===== config.mk =====
export PLATFORM = sky130hd
export DESIGN_NAME = vga_timing_generator
export DESIGN_NICKNAME = d
export VERILOG_FILES = /design/src/rtl/vga_timing_generator.sv
export SDC_FILE = /design/constraint.sdc
export NUM_CORES = 1
export LEC_CHECK = 0
export BUFFER_PORTS_ARGS = -buffer_cell sky130_fd_sc_hd__buf_2
export CORE_MARGIN = 2
export CORE_UTILIZATION = 58
export DETAILED_ROUTE_END_ITERATION = 8
export GPL_ROUTABILITY_DRIVEN = 0
export GPL_TIMING_DRIVEN = 0
export PLACE_DENSITY = 0.93
export SYNTH_ARGS = -nofsm -noshare
export SYNTH_HDL_FRONTEND = slang
export SYNTH_SLANG_ARGS = --single-unit

===== constraint.sdc =====
create_clock -name clk25 -period 4.1 [get_ports clk25]
set_input_delay 0 -clock clk25 [delete_from_list [all_inputs] [get_ports clk25]]
set_output_delay 0 -clock clk25 [all_outputs]
set_load 0.05 [all_outputs]

===== src/rtl/vga_timing_generator.sv =====
// vga_timing_generator: free-running 640x480@60Hz raster timing from the 25 MHz pixel clock.
// Optional per-frame counter output (frameCount) when VGA_TIMING_FRAME_CNT_EN is defined.
module vga_timing_generator #(
  parameter int WIDTH   = 640,
  parameter int HEIGHT  = 480,
  parameter int H_FRONT = 16,
  parameter int H_SYNC  = 96,
  parameter int H_BACK  = 48,
  parameter int V_FRONT = 10,
  parameter int V_SYNC  = 2,
  parameter int V_BACK  = 33
) (
  input  logic       clk25,
  input  logic       reset,
  output logic       hSync,
  output logic       vSync,
  output logic       active,
  output logic       screenEnd,
  output logic [9:0] x,
  output logic [8:0] y
`ifdef VGA_TIMING_FRAME_CNT_EN
  ,
  output logic [7:0] frameCount
`endif
);
  localparam int H_TOTAL = WIDTH + H_FRONT + H_SYNC + H_BACK;
  localparam int V_TOTAL = HEIGHT + V_FRONT + V_SYNC + V_BACK;
  logic [9:0] hcount_q, hcount_d, vcount_q, vcount_d;
  logic       h_end;
  always_comb begin
    h_end    = hcount_q == 10'(H_TOTAL - 1);
    hcount_d = h_end ? '0 : hcount_q + 10'd1;
    vcount_d = !h_end ? vcount_q : (vcount_q == 10'(V_TOTAL - 1)) ? '0 : vcount_q + 10'd1;
  end
  always_ff @(posedge clk25 or negedge reset) begin
    if (!reset) begin
      hcount_q <= '0;
      vcount_q <= '0;
    end else begin
      hcount_q <= hcount_d;
      vcount_q <= vcount_d;
    end
  end
  // Every output is a pure decode of the counters, so reset forces them immediately.
  assign active    = (hcount_q < 10'(WIDTH)) && (vcount_q < 10'(HEIGHT));
  assign hSync     = !((hcount_q >= 10'(WIDTH + H_FRONT)) && (hcount_q < 10'(WIDTH + H_FRONT + H_SYNC)));
  assign vSync     = !((vcount_q >= 10'(HEIGHT + V_FRONT)) && (vcount_q < 10'(HEIGHT + V_FRONT + V_SYNC)));
  assign screenEnd = (hcount_q == '0) && (vcount_q == 10'(HEIGHT));
  assign x         = active ? hcount_q : '0;
  assign y         = active ? vcount_q[8:0] : '0;
`ifdef VGA_TIMING_FRAME_CNT_EN
  logic [7:0] frame_cnt_q, frame_cnt_d;
  always_comb frame_cnt_d = screenEnd ? frame_cnt_q + 8'd1 : frame_cnt_q;
  always_ff @(posedge clk25 or negedge reset) begin
    if (!reset) frame_cnt_q <= '0;
    else        frame_cnt_q <= frame_cnt_d;
  end
  assign frameCount = frame_cnt_q;
`endif
endmodule


==> reports/qor.csv <==
metric;value;unit
status;complete, no violations;
die area;0.00255;mm²
number of max-cap violations;0;
worst slew pin tran;455;ps
CP endpoint kind;output port;
P&R area growth vs syn;14.9;%
Mean Syn Cell Area;9.44;µm²
antenna violations before repair;0;
FF-to-FF End;vcount_q[8];
antenna diode count;0;
Tot GR Track Use;0.239;
Comb pwr share;0.016;
first-pass GRT wire length;4.58;mm
Final nets;169;
worst setup path category;register to output port;
Tot Pwr;296;µW
CTS H-tree lvls;1;
clock sinks;20;
Pleak;0.718;nW
R2R setup slack;2340;ps
post-cts sizing count;0;
share of power burned in registers;0.665;
fin crit share;0.497;
Syn Nets;139;
Crit Reg-Reg Startpoint;hcount_q[0];
CP arrival;2040;ps
#FFs+latches synth;20;
Final setup violation count;0;
Sw Share;0.215;
Detailed Route Iter0 Violations;45;
synthesized cell area;0.00125;mm²
DP HPWL;2.05;mm
DR vias/cell;5.57;
power share of the clock group;0.319;
clock tree buffer depth;2;
critical path launch point type;register;
commonest non-fill, non-tap cell in the layout;buf_2;
Final Max Slew Viols;0;
Final min period;2040;ps
Rows;16;
detailed-route via count;1048;
Top FF cell, synth;dfrtp_1;
Ys Warns;0;
Slew HR;0.694;
Psw;63.7;µW
sequential share of the synthesized area;0.399;
detail-routed net length per standard cell;14.5;µm
final hold vios;0;
async set-reset flop share out of synthesis;1.00;
DIE WIDTH;50.5;µm
clk slew on worst S/H paths;110;ps
postcts setup bufs;0;
layout cells sized above 1;0.261;
Hold-fix buffers, CTS;1;
worst vdd ir;0.153;mV
Initial Util;0.627;
worst-path fanout max;10;
TritonCTS clock tree;built;
Fin Setup TNS;0;ps
final WL;2.72;mm
Internal Power;233;µW
vias in the first global route;1014;
Pre-antenna DRT Iters;4;
Die H;50.5;µm
Post-synth EDFFs;0;
post-synth top area share;0.399;
Worst EP required;4100;ps
final antenna-violating net count;0;
Clock Skew;9.15;ps
RSZ-0062 raised after global routing;false;
count of cell types in the netlist;34;
Cells after Synth;133;
max frequency;491;MHz
core footprint;0.00200;mm²
Placement Cell Area;0.00141;mm²
synth top area cells;dfrtp_1 (40%), and2_1 (9.5%), xnor2_1 (4.9%), xor2_1 (4.2%), ha_1 (4.0%);
Root Buffer;clkbuf_4;
GRT Residual Overflow;0;
Port-buffer cells;24;
Yosys top cell by area;dfrtp_1;
most frequent cells in the layout;buf_2 (26), dfrtp_1 (20), and2_1 (19);
Finished Cell Area;0.00144;mm²
TritonCTS buffer count;3;
Residual DRC;0;
clock latency on the worst-skew pair;310;ps
Boundary Pins;25;
min-delay worst type;primary input to async pin;
R2R depth;5;
Power Density;206;mW/mm²
largest net degree at the start of global routing;21;
## state kept, by name, summed over array words and instances, names as in the netlist
register and flops:
hcount_q 10, vcount_q 10
## area by class of cell
type	count	area (µm²)
buffer	4	25.0
clock buffer	3	22.5
fill	165	561
inverter	5	18.8
multi-input combinational	104	711
sequential	20	500
tap	27	33.8
timing repair buffer	25	130
## worst max path at each step
stage                        to  cells past startpoint        start
finish                     x[4]                      6  vcount_q[5]
global route               x[2]                      6  vcount_q[5]
CTS                        x[4]                      6  vcount_q[5]
detailed placement  vcount_q[8]                      5  hcount_q[0]
global placement    vcount_q[8]                      5  hcount_q[0]
floorplan                  x[8]                      5  vcount_q[5]
## routing by layer
layer  vias up  global-route usage  wire length [µm]
met5         -                   0                 0
met4         0              0.0811                42
met3         5              0.0357               125
met2        33               0.441              1410
met1       491               0.281              1150
li1        519                   -                 -
## metrics by stage
stage | instances | worst slack, ps | hold WS [ps] | utilization
finish | 188 | 2060 | 143 | 0.720
global route | 188 | 1870 | 205 | 0.720
CTS | 188 | 2070 | 176 | 0.720
detailed placement | 184 | 2330 | -30.2 | 0.704
global placement | 184 | 2410 | -38.1 | 0.704
floorplan | 133 | 2430 | -296 | -
## power groups by stage
stage                     Combinational [mW]  Clock (mW)  Sequential (mW)
after floorplan                  0.000000322           0            0.201
after global placement               0.00415           0            0.201
after detailed placement             0.00431           0            0.201
after CTS                            0.00510      0.0941            0.197
after global routing                 0.00569       0.101            0.197
final                                0.00463      0.0945            0.197
## cells in the mapped netlist, types with 4 or more instances
cell / n
xnor2_1: 7
nor2_1: 10
dfrtp_1: 20
nor3_1: 4
ha_1: 4
nand3_1: 8
nand4_1: 5
xor2_1: 6
inv_1: 5
nor4_1: 4
o21ai_0: 6
nand2_1: 9
and2_1: 19
## logic make-up (layout without fill, tap and decap cells)
family / count (synthesis) / in the layout / synth area share
XOR/XNOR: 13 / 13 / 0.0907
AO/OA/AOI/OAI: 8 / 8 / 0.0399
buffers and inverters: 9 / 37 / 0.0349
adder cells (fa/ha/maj): 4 / 4 / 0.0399
flip-flops: 20 / 20 / 0.399
AND/OR/NAND/NOR: 79 / 79 / 0.396
## worst max-delay path, stage by stage (launching register included)
cell and delay, ps:
dfrtp_1 450, and3_1 220, nand2_1 150, and3_1 180
clkbuf_1 290, and2_2 190, buf_2 250
Note: power is estimated with default switching activity, not from simulation.
